### src/rtl/mem_access_ctrl.sv
// MEM-stage controller: issues SRAM-like data requests, stalls the pipeline
// while an access is in flight, checks alignment and shapes load/store data.
module mem_access_ctrl #(
  parameter int ADDR_W       = 32,
  parameter int EN_UNALIGNED = 0
) (
  input  logic              clk,
  input  logic              resetn,
  input  logic              in_valid,
  input  logic [5:0]        in_op,
  input  logic [ADDR_W-1:0] in_addr,
  input  logic [31:0]       in_rt,
  input  logic              in_exr_valid,
  input  logic [5:0]        in_exr_type,
  input  logic [ADDR_W-1:0] in_badvaddr,
  input  logic              flush,
  output logic              stall_req,
  output logic              out_valid,
  output logic [31:0]       out_rdata,
  output logic              out_exr_valid,
  output logic [5:0]        out_exr_type,
  output logic [ADDR_W-1:0] out_badvaddr,
  output logic              data_req,
  output logic              data_wr,
  output logic [1:0]        data_size,
  output logic [ADDR_W-1:0] data_addr,
  output logic [3:0]        data_wstrb,
  output logic [31:0]       data_wdata,
  input  logic              data_addr_ok,
  input  logic              data_data_ok,
  input  logic [31:0]       data_rdata
);

  localparam logic [5:0] OP_LB  = 6'h20;
  localparam logic [5:0] OP_LH  = 6'h21;
  localparam logic [5:0] OP_LWL = 6'h22;
  localparam logic [5:0] OP_LW  = 6'h23;
  localparam logic [5:0] OP_LBU = 6'h24;
  localparam logic [5:0] OP_LHU = 6'h25;
  localparam logic [5:0] OP_LWR = 6'h26;
  localparam logic [5:0] OP_SB  = 6'h28;
  localparam logic [5:0] OP_SH  = 6'h29;
  localparam logic [5:0] OP_SWL = 6'h2A;
  localparam logic [5:0] OP_SW  = 6'h2B;
  localparam logic [5:0] OP_SWR = 6'h2E;

  typedef enum logic [1:0] {S_IDLE, S_REQ, S_WAIT, S_DONE} state_t;

  state_t state_reg, state_next;

  logic [1:0]        n_c;
  logic [4:0]        sh_lo_c;
  logic [4:0]        sh_hi_c;
  logic              is_mem_c, is_store_c, is_lr_c, ade_l_c, ade_s_c;
  logic [1:0]        size_c;
  logic [3:0]        wstrb_c;
  logic [31:0]       wdata_c;
  logic              exc_c, vin_c, launch_c;
  logic [ADDR_W-1:0] req_addr_c;
  logic [31:0]       load_c;

  logic              wr_reg;
  logic [1:0]        size_reg;
  logic [ADDR_W-1:0] addr_reg;
  logic [3:0]        wstrb_reg;
  logic [31:0]       wdata_reg;
  logic [5:0]        op_reg;
  logic [1:0]        n_reg;
  logic [31:0]       rt_reg;
  logic [31:0]       rdata_reg;
  logic              discard_reg;

  assign n_c     = in_addr[1:0];
  assign sh_lo_c = {n_c, 3'b000};
  assign sh_hi_c = {2'd3 - n_c, 3'b000};

  always_comb begin
    is_mem_c   = 1'b0;
    is_store_c = 1'b0;
    is_lr_c    = 1'b0;
    ade_l_c    = 1'b0;
    ade_s_c    = 1'b0;
    size_c     = 2'd0;
    wstrb_c    = 4'b0000;
    wdata_c    = 32'h0;
    case (in_op)
      OP_LB, OP_LBU: begin
        is_mem_c = 1'b1;
        wstrb_c  = 4'b0001 << n_c;
      end
      OP_LH, OP_LHU: begin
        is_mem_c = 1'b1;
        size_c   = 2'd1;
        wstrb_c  = 4'b0011 << n_c;
        ade_l_c  = in_addr[0];
      end
      OP_LW: begin
        is_mem_c = 1'b1;
        size_c   = 2'd2;
        wstrb_c  = 4'b1111;
        ade_l_c  = |n_c;
      end
      OP_SB: begin
        is_mem_c   = 1'b1;
        is_store_c = 1'b1;
        wstrb_c    = 4'b0001 << n_c;
        wdata_c    = {4{in_rt[7:0]}};
      end
      OP_SH: begin
        is_mem_c   = 1'b1;
        is_store_c = 1'b1;
        size_c     = 2'd1;
        wstrb_c    = 4'b0011 << n_c;
        wdata_c    = {2{in_rt[15:0]}};
        ade_s_c    = in_addr[0];
      end
      OP_SW: begin
        is_mem_c   = 1'b1;
        is_store_c = 1'b1;
        size_c     = 2'd2;
        wstrb_c    = 4'b1111;
        wdata_c    = in_rt;
        ade_s_c    = |n_c;
      end
      OP_LWL, OP_SWL: begin
        if (EN_UNALIGNED != 0) begin
          is_mem_c   = 1'b1;
          is_lr_c    = 1'b1;
          is_store_c = (in_op == OP_SWL);
          size_c     = 2'd2;
          wstrb_c    = 4'b1111 >> (2'd3 - n_c);
          wdata_c    = (in_op == OP_SWL) ? (in_rt >> sh_hi_c) : 32'h0;
        end
      end
      OP_LWR, OP_SWR: begin
        if (EN_UNALIGNED != 0) begin
          is_mem_c   = 1'b1;
          is_lr_c    = 1'b1;
          is_store_c = (in_op == OP_SWR);
          size_c     = 2'd2;
          wstrb_c    = 4'b1111 << n_c;
          wdata_c    = (in_op == OP_SWR) ? (in_rt << sh_lo_c) : 32'h0;
        end
      end
      default: ;
    endcase
  end

  // Gating with resetn keeps data_req/out_valid low while reset is held.
  assign vin_c      = in_valid & resetn;
  assign exc_c      = in_exr_valid | ade_l_c | ade_s_c;
  assign launch_c   = (state_reg == S_IDLE) & vin_c & is_mem_c & ~exc_c & ~flush;
  assign req_addr_c = is_lr_c ? {in_addr[ADDR_W-1:2], 2'b00} : in_addr;

  // Load shaping works off the captured op/offset/rt since in_* may not be trusted later.
  always_comb begin
    load_c = 32'h0;
    case (op_reg)
      OP_LB:  load_c = {{24{data_rdata[{n_reg, 3'b000} + 7]}}, data_rdata[{n_reg, 3'b000} +: 8]};
      OP_LBU: load_c = {24'h0, data_rdata[{n_reg, 3'b000} +: 8]};
      OP_LH:  load_c = {{16{data_rdata[{n_reg[1], 4'b0000} + 15]}}, data_rdata[{n_reg[1], 4'b0000} +: 16]};
      OP_LHU: load_c = {16'h0, data_rdata[{n_reg[1], 4'b0000} +: 16]};
      OP_LW:  load_c = data_rdata;
      OP_LWL: load_c = (data_rdata << {2'd3 - n_reg, 3'b000}) |
                       (rt_reg & (32'h00FF_FFFF >> {n_reg, 3'b000}));
      OP_LWR: load_c = (data_rdata >> {n_reg, 3'b000}) |
                       (rt_reg & ~(32'hFFFF_FFFF >> {n_reg, 3'b000}));
      default: load_c = 32'h0;
    endcase
  end

  always_ff @(posedge clk or negedge resetn) begin
    if (!resetn) state_reg <= S_IDLE;
    else         state_reg <= state_next;
  end

  always_comb begin
    state_next = state_reg;
    case (state_reg)
      S_IDLE: if (launch_c) state_next = data_addr_ok ? S_WAIT : S_REQ;
      S_REQ:  if (data_addr_ok) state_next = S_WAIT;
      S_WAIT: if (data_data_ok) state_next = (discard_reg | flush) ? S_IDLE : S_DONE;
      S_DONE: state_next = S_IDLE;
      default: state_next = S_IDLE;
    endcase
  end

  always_ff @(posedge clk or negedge resetn) begin
    if (!resetn) begin
      wr_reg      <= 1'b0;
      size_reg    <= 2'd0;
      addr_reg    <= '0;
      wstrb_reg   <= 4'b0000;
      wdata_reg   <= 32'h0;
      op_reg      <= 6'h0;
      n_reg       <= 2'd0;
      rt_reg      <= 32'h0;
      rdata_reg   <= 32'h0;
      discard_reg <= 1'b0;
    end else begin
      if (launch_c) begin
        wr_reg    <= is_store_c;
        size_reg  <= size_c;
        addr_reg  <= req_addr_c;
        wstrb_reg <= wstrb_c;
        wdata_reg <= wdata_c;
        op_reg    <= in_op;
        n_reg     <= n_c;
        rt_reg    <= in_rt;
      end
      if (state_reg == S_WAIT && data_data_ok) begin
        rdata_reg   <= load_c;
        discard_reg <= 1'b0;
      end else if ((state_reg == S_REQ || state_reg == S_WAIT) && flush) begin
        discard_reg <= 1'b1;
      end
    end
  end

  always_comb begin
    stall_req     = 1'b0;
    out_valid     = 1'b0;
    out_rdata     = 32'h0;
    out_exr_valid = 1'b0;
    out_exr_type  = 6'h0;
    out_badvaddr  = '0;
    data_req      = 1'b0;
    data_wr       = wr_reg;
    data_size     = size_reg;
    data_addr     = addr_reg;
    data_wstrb    = wstrb_reg;
    data_wdata    = wdata_reg;
    case (state_reg)
      S_IDLE: begin
        stall_req     = launch_c;
        data_req      = launch_c;
        data_wr       = is_store_c;
        data_size     = size_c;
        data_addr     = req_addr_c;
        data_wstrb    = wstrb_c;
        data_wdata    = wdata_c;
        out_valid     = vin_c & ~flush & ~launch_c;
        out_exr_valid = vin_c & ~flush & exc_c;
        if (vin_c & ~flush & exc_c) begin
          out_exr_type = in_exr_valid ? in_exr_type : (ade_s_c ? 6'h05 : 6'h04);
          out_badvaddr = in_exr_valid ? in_badvaddr : in_addr;
        end
      end
      S_REQ: begin
        stall_req = 1'b1;
        data_req  = 1'b1;
      end
      S_WAIT: stall_req = 1'b1;
      S_DONE: begin
        out_valid = 1'b1;
        out_rdata = rdata_reg;
      end
      default: ;
    endcase
  end

endmodule

### config.mk
export PLATFORM = sky130hd
export DESIGN_NAME = mem_access_ctrl
export DESIGN_NICKNAME = d
export VERILOG_FILES = /design/src/rtl/mem_access_ctrl.sv
export SDC_FILE = /design/constraint.sdc
export NUM_CORES = 1
export LEC_CHECK = 0
export BUFFER_PORTS_ARGS = -buffer_cell sky130_fd_sc_hd__buf_2
export CAP_MARGIN = 20
export CORE_MARGIN = 2
export CORE_UTILIZATION = 45
export DETAILED_ROUTE_END_ITERATION = 16
export MAX_ROUTING_LAYER = met4
export PLACE_DENSITY = 0.72
export RECOVER_POWER = 100
export SYNTH_ARGS = -nofsm -noshare
export SYNTH_HDL_FRONTEND = slang
export SYNTH_SLANG_ARGS = --single-unit
### constraint.sdc
create_clock -name clk -period 3.33 [get_ports clk]
set_clock_uncertainty 0.2 [all_clocks]
set_input_delay 0.666 -clock clk [delete_from_list [all_inputs] [get_ports clk]]
set_output_delay 0.666 -clock clk [all_outputs]
set_load 0.02 [all_outputs]
==> flow_metrics.env, run 1 <==
export IMPL_dp_hpwl_um=24300
export IMPL_p_switching_w=0.00261
export IMPL_wl_per_cell_um=21.3
export IMPL_dr_pass1_iters=9
export IMPL_drv_cap=1
export IMPL_rsz0062_at_grt="false"
export IMPL_critPathRequiredTime_ps=2460
export IMPL_synthFlopType="dfrtp_1"
export IMPL_root_buffer="clkbuf_16"
export IMPL_place_area_um2=11100
export IMPL_reg2reg_to="op_reg[2]"
export IMPL_layout_commonest_cell="buf_2"
export IMPL_fill_cells=1958
export IMPL_finalCritPeriodShare_pct=96.9
export IMPL_r2r_start="state_reg[0]"
export IMPL_worstSetupEndpoint="out_valid"
export IMPL_final_instance_count_excl_fill=1526
export IMPL_die_y_um=149
export IMPL_setup_ws_ps=105
export IMPL_drtIter0Drc=898
export IMPL_top_layer="met4"
export IMPL_syn_to_final_growth_pct=21.7
export IMPL_crit_type="register to output port"
export IMPL_die_w_um=149
export IMPL_routed_wl_um=32600
export IMPL_path_max_fanout=7
export IMPL_cts_buffers=17
export IMPL_layout_drive_gt1_share_pct=32.9
export IMPL_htree_levels=4
export IMPL_yosys_top_cells_area="dfrtp_1 (38%), mux2_2 (15%), mux2i_1 (9.6%)"
export IMPL_regArea_um2=3610
export IMPL_yosysUniqueCellTypes=71
export IMPL_grt_overflow_total=0
export IMPL_place_ws_ps=157
export IMPL_rr_worst_depth=7
export IMPL_p_leak_nw=5.42
export IMPL_final_setup_tns_ps=0
export IMPL_reg2reg_slack_ps=190
export IMPL_vdd_drop_max_v=0.000467
export IMPL_start_util_pct=45.4
export IMPL_num_antenna_cells=0
export IMPL_io_buffer_count=291
export IMPL_min_path_type="register to register"
export IMPL_status="complete, but fails checks"
export IMPL_final_setup_viol_count=0
export IMPL_p_seq_share_pct=31.6
export IMPL_synth_area_um2=9450
export IMPL_wl_met3_um=2650
export IMPL_ctsHoldBuffers=0
export IMPL_ys_ff_latch=144
export IMPL_worstMarginPinSlew_ps=2050
export IMPL_insertion_delay_ps=430
export IMPL_grt_total_usage_pct=30.2
export IMPL_drc=0
export IMPL_async_flop_share_pct=100
export IMPL_p_per_area_nw_per_um2=576
export IMPL_grt_pass1_vias=8351
export IMPL_end_kind="output port"
export IMPL_clock_path_buffers=2
export IMPL_startpoint="state_reg[0]"
export IMPL_p_int_w=0.00403
export IMPL_finalMaxSlewViolations=145
export IMPL_via_count=8813
export IMPL_fin_area_um2=11500
export IMPL_synth_top_cell_by_area="dfrtp_1"
export IMPL_whs_path_depth=2
export IMPL_synthesis_nets=1134
export IMPL_grt_start_max_net_pins=145
export IMPL_finalHoldViolCount=0
export IMPL_pin_count=292
export IMPL_antenna_found_initial=0
export IMPL_cts_tree="done"
export IMPL_synth_top_area_share_pct=38.1
export IMPL_final_cell_mix="buf_2 (163), dfrtp_1 (142), mux2_2 (124)"
export IMPL_arrival_ps=2360
export IMPL_final_core_util_pct=55.3
export IMPL_synthCells=982
export IMPL_design_die_area_um2=22200
export IMPL_dp_cells=1493
export IMPL_nets=1390
export IMPL_fmax_ghz=0.310
export IMPL_dr_wl_met2_um=15600
export IMPL_multi_input_area_um2=5320
export IMPL_synth_seq_area_share_pct=38.1
export IMPL_gp_congestion=0.964
export IMPL_finalCriticalPeriod_ps=3230
export IMPL_cts_sinks=144
export IMPL_violations="capacitance limit, slew limit"
export IMPL_swShare_pct=39.3
export IMPL_drtAntennaViolNets=0
export IMPL_maxSlewHeadroom_pct=-36.9
export IMPL_p_comb_share_pct=39.3
export IMPL_start_kind="register"
export IMPL_pwr_share_clk_pct=29.1
export IMPL_yosysWarnings=0
export IMPL_core_area_um2=20800
export IMPL_fp_row_count=53
export IMPL_clkTransAtPathRegs_ps=60
export IMPL_grt_pass1_wl_um=49100
export IMPL_routedLengthMet1_um=13300
export IMPL_avgSynthCellArea_um2=9.62
export IMPL_synth_edf_count=0
export IMPL_routed_via_density=5.78
## power by group through the flow
| stage | Combinational [W] | Sequential [W] | Clock [W] |
|---|---|---|---|
| 4_1_cts | 0.00270 | 0.00209 | 0.00195 |
| 6_report | 0.00261 | 0.00209 | 0.00193 |
| 3_3_place_gp | 0.00267 | 0.00211 | 0 |
| 5_1_grt | 0.00281 | 0.00211 | 0.00203 |
| 2_1_floorplan | 0.00192 | 0.00205 | 0 |
| 3_5_place_dp | 0.00269 | 0.00212 | 0 |
## logic make-up (layout without fill, tap and decap cells)
| kind of cell | Yosys count | after routing | synth area share [%] |
|---|---|---|---|
| muxes | 221 | 221 | 25.4 |
| and+or+nand+nor | 292 | 292 | 15.3 |
| DFF | 144 | 144 | 38.1 |
| adders and majority gates | 5 | 5 | 0.662 |
| AOI/OAI and AO/OA | 213 | 213 | 15.0 |
| buffers and inverters | 107 | 376 | 5.49 |
## critical path, stage by stage, from the launching register on
cell	delay [ps]
dfrtp_1	430
inv_1	150
ha_4	160
and4b_4	310
nand4b_1	130
buf_4	190
buf_6	140
a21oi_1	190
nor2_1	70
clkbuf_2	150
## worst min-delay path by stage
stage	from	end
2_1_floorplan	resetn	addr_reg[0]
6_report	rdata_reg[20]	rdata_reg[20]
5_1_grt	in_rt[27]	rt_reg[27]
3_3_place_gp	rdata_reg[17]	rdata_reg[17]
3_5_place_dp	rdata_reg[18]	rdata_reg[18]
4_1_cts	resetn	rdata_reg[26]
## timing repair
item,4_1_cts,5_1_grt
endpoints found under the setup margin,3,1
setup buffers,1,0
pin swaps,1,0
resized for setup,3,1
cloned,0,0
## routing by layer
layer  GRT usage [%]  vias up
li1                -     4045
met1            38.7     4261
met2            48.5      451
met3            5.87       56
met4            9.81        0
met5               -        -
## cells in the mapped netlist, drive strengths merged (3+ instances only)
cell type,number
dfrtp,144
mux2,128
nand2,108
mux2i,92
nor2,75
o21ai,72
buf,46
a21oi,42
and2,36
clkbuf,33
inv,27
a22oi,26
nand3,15
a221o,13
nor2b,11
a31oi,9
nor3,9
and3,8
nand2b,8
a211oi,7
a221oi,7
a222oi,7
o221ai,7
o2bb2ai,7
ha,5
o211ai,3
or3,3
## through the flow
stage                     total power (W)  hold WS (ps)
after floorplan                   0.00397           170
after global placement            0.00478           262
after detailed placement          0.00481           267
after CTS                         0.00674           219
after global routing              0.00695           276
final                             0.00663           277
## final cells by class
type / count / area share [%]
clock buffers: 19 / 3.85
clock inverters: 13 / 1.17
inverters: 27 / 0.881
multi-input cells: 731 / 46.2
flip-flops and latches: 144 / 31.3
well taps: 275 / 2.99
repair buffers: 317 / 13.6
No activity file was read; power rests on OpenSTA's default activity.
==> inputs of run 2 (changes only) <==
--- a/config.mk
+++ b/config.mk
@@ -13,6 +13,7 @@
 export MAX_ROUTING_LAYER = met4
 export PLACE_DENSITY = 0.72
 export RECOVER_POWER = 100
+export REMOVE_ABC_BUFFERS = 1
 export SYNTH_ARGS = -nofsm -noshare
 export SYNTH_HDL_FRONTEND = slang
 export SYNTH_SLANG_ARGS = --single-unit
==> run 2 against run 1 <==
Against the previous run:
- the run still ends with capacitance limit, slew limit left
- global-route usage shrank 2.8 points
- cell area is essentially flat
- critical path depth shrank 1
- hold slack lost 6.3 ps
- sequential power is essentially flat
- worst setup slack gained 43 ps
- die area is the same
- sequential share of layout area is essentially flat
- critical path type unchanged
- highest routed layer unchanged
==> flow_metrics.env, run 2 (synthesized netlist as in run 1, its figures left out) <==
export IMPL_status="complete, but fails checks"
export IMPL_violations="capacitance limit, slew limit"
export IMPL_grt_pass1_vias=8211
export IMPL_htree_levels=4
export IMPL_grt_start_max_net_pins=145
export IMPL_finalCritPeriodShare_pct=95.6
export IMPL_root_buffer="clkbuf_16"
export IMPL_routed_via_density=5.61
export IMPL_layout_drive_gt1_share_pct=29.9
export IMPL_die_y_um=149
export IMPL_crit_type="register to output port"
export IMPL_fp_row_count=53
export IMPL_p_leak_nw=5.31
export IMPL_clock_path_buffers=2
export IMPL_worstMarginPinSlew_ps=2090
export IMPL_cp_num_buf_inv=3
export IMPL_rsz0062_at_grt="false"
export IMPL_drv_cap=1
export IMPL_cp_top_family="simple AND/OR/NAND/NOR gates"
export IMPL_grt_pass1_wl_um=45700
export IMPL_finalMaxSlewViolations=145
export IMPL_io_buffer_count=291
export IMPL_die_w_um=149
export IMPL_min_path_type="register to register"
export IMPL_layout_commonest_cell="buf_2"
export IMPL_pin_count=292
export IMPL_crit_chain="inv_1 > ha_4 > and4b_2 > nand4b_1 > buf_4 > a21oi_1 > nor2_1 > buf_2"
export IMPL_vdd_drop_max_v=0.000406
export IMPL_finalHoldViolCount=0
export IMPL_startpoint="state_reg[0]"
export IMPL_final_cell_mix="buf_2 (162), dfrtp_1 (143), mux2_2 (126)"
export IMPL_cts_buffers=17
export IMPL_p_seq_share_pct=31.4
export IMPL_fin_hold_ws_ps=270
export IMPL_r2r_start="addr_reg[1]"
export IMPL_path_max_fanout=7
export IMPL_arrival_ps=2320
export IMPL_syn_to_final_growth_pct=21.8
export IMPL_drtAntennaViolNets=0
export IMPL_pwr_share_clk_pct=30.7
export IMPL_p_switching_w=0.00250
export IMPL_maxSlewHeadroom_pct=-39.1
export IMPL_end_kind="output port"
export IMPL_insertion_delay_ps=420
export IMPL_drtIter0Drc=602
export IMPL_via_count=8563
export IMPL_gp_congestion=0.916
export IMPL_dp_hpwl_um=21600
export IMPL_grt_overflow_total=0
export IMPL_dr_pass1_iters=5
export IMPL_p_comb_share_pct=38.0
export IMPL_drc=0
export IMPL_max_stage_delay_ps=440
export IMPL_cts_sinks=144
export IMPL_clkTransAtPathRegs_ps=60
export IMPL_fmax_ghz=0.314
export IMPL_start_kind="register"
export IMPL_swShare_pct=37.3
export IMPL_finalCriticalPeriod_ps=3180
export IMPL_p_int_w=0.00421
export IMPL_nets=1389
export IMPL_critPathRequiredTime_ps=2460
export IMPL_p_per_area_nw_per_um2=583
export IMPL_cts_tree="done"
export IMPL_antenna_found_initial=1
export IMPL_min_from="rdata_reg[19]"
export IMPL_final_setup_viol_count=0
export IMPL_start_util_pct=45.4
export IMPL_routed_wl_um=30000
export IMPL_wl_per_cell_um=19.6
export IMPL_grt_total_usage_pct=27.4
export IMPL_critical_path_slowest_cell="dfrtp_1"
export IMPL_core_area_um2=20800
export IMPL_total_power_w=0.00671
export IMPL_design_die_area_um2=22200
export IMPL_final_core_util_pct=55.3
## run 2: cell types whose count changed in the layout (fill, tap and decap cells not counted), sizes merged
| cell | delta |
|---|---|
| buf | -4 |
| bufinv | +2 |
| clkbuf | +6 |
| clkinv | -2 |
| diode | +1 |
| inv | -3 |
## run 2: stage by stage
stage / instance area [um^2] / setup slack, ps / TNS, ps / instances
2_1_floorplan: 9030 / -5650 / -655990 / 902
3_3_place_gp: 11100 / 243 / 0 / 1492
3_5_place_dp: 11100 / 247 / 0 / 1492
4_1_cts: 11700 / 10.3 / 0 / 1524
5_1_grt: 11500 / 9.12 / 0 / 1526
6_report: 11500 / 147 / 0 / 1526
## run 2: timing repair
item / 4_1_cts / 5_1_grt
hold endpoints to repair: 0 / 0
pin swaps: 0 / 1
gates cloned: 0 / 0
resized for setup: 1 / 0
hold buffers: 0 / 0
buffers inserted: 0 / 1
endpoints found under the setup margin: 2 / 2
## run 2: worst paths after layout
path | cells past startpoint | slack (ps) | endpoint
max | 8 | 150 | out_valid
min in group asynchronous | 2 | 890 | rdata_reg[24]
max reg2reg | 6 | 310 | rdata_reg[22]
min reg2reg | 2 | 270 | rdata_reg[19]
min | 2 | 270 | rdata_reg[19]
max in group asynchronous | 2 | 460 | addr_reg[0]
## run 2: worst min-delay path: stages (launching register included)
cell and delay [ps]:
dfrtp_1 340, nand2_1 40, o21ai_0 60
## run 2: layout make-up
type                       instances  area [um^2]
antenna                            1         2.50
clock buffer                      22          464
clock inverter                    10          159
fill                            1957         9310
inverter                          27          101
multi-input combinational        731         5320
sequential                       144         3600
tap                              275          344
timing repair buffer             316         1510
## run 2: layer usage
layer	GRT usage (%)	vias to the layer above	wire, um
met4	8.05	0	694
li1	-	4047	-
met3	5.50	47	2180
met2	44.1	358	14300
met5	-	-	0
met1	35.1	4111	12800
## run 2: power by group through the flow
stage | combinational, W | clock (W) | sequential (W)
detailed placement | 0.00262 | 0 | 0.00213
finish | 0.00255 | 0.00206 | 0.00210
floorplan | 0.00180 | 0 | 0.00211
global route | 0.00278 | 0.00217 | 0.00212
global placement | 0.00259 | 0 | 0.00212
CTS | 0.00263 | 0.00209 | 0.00210
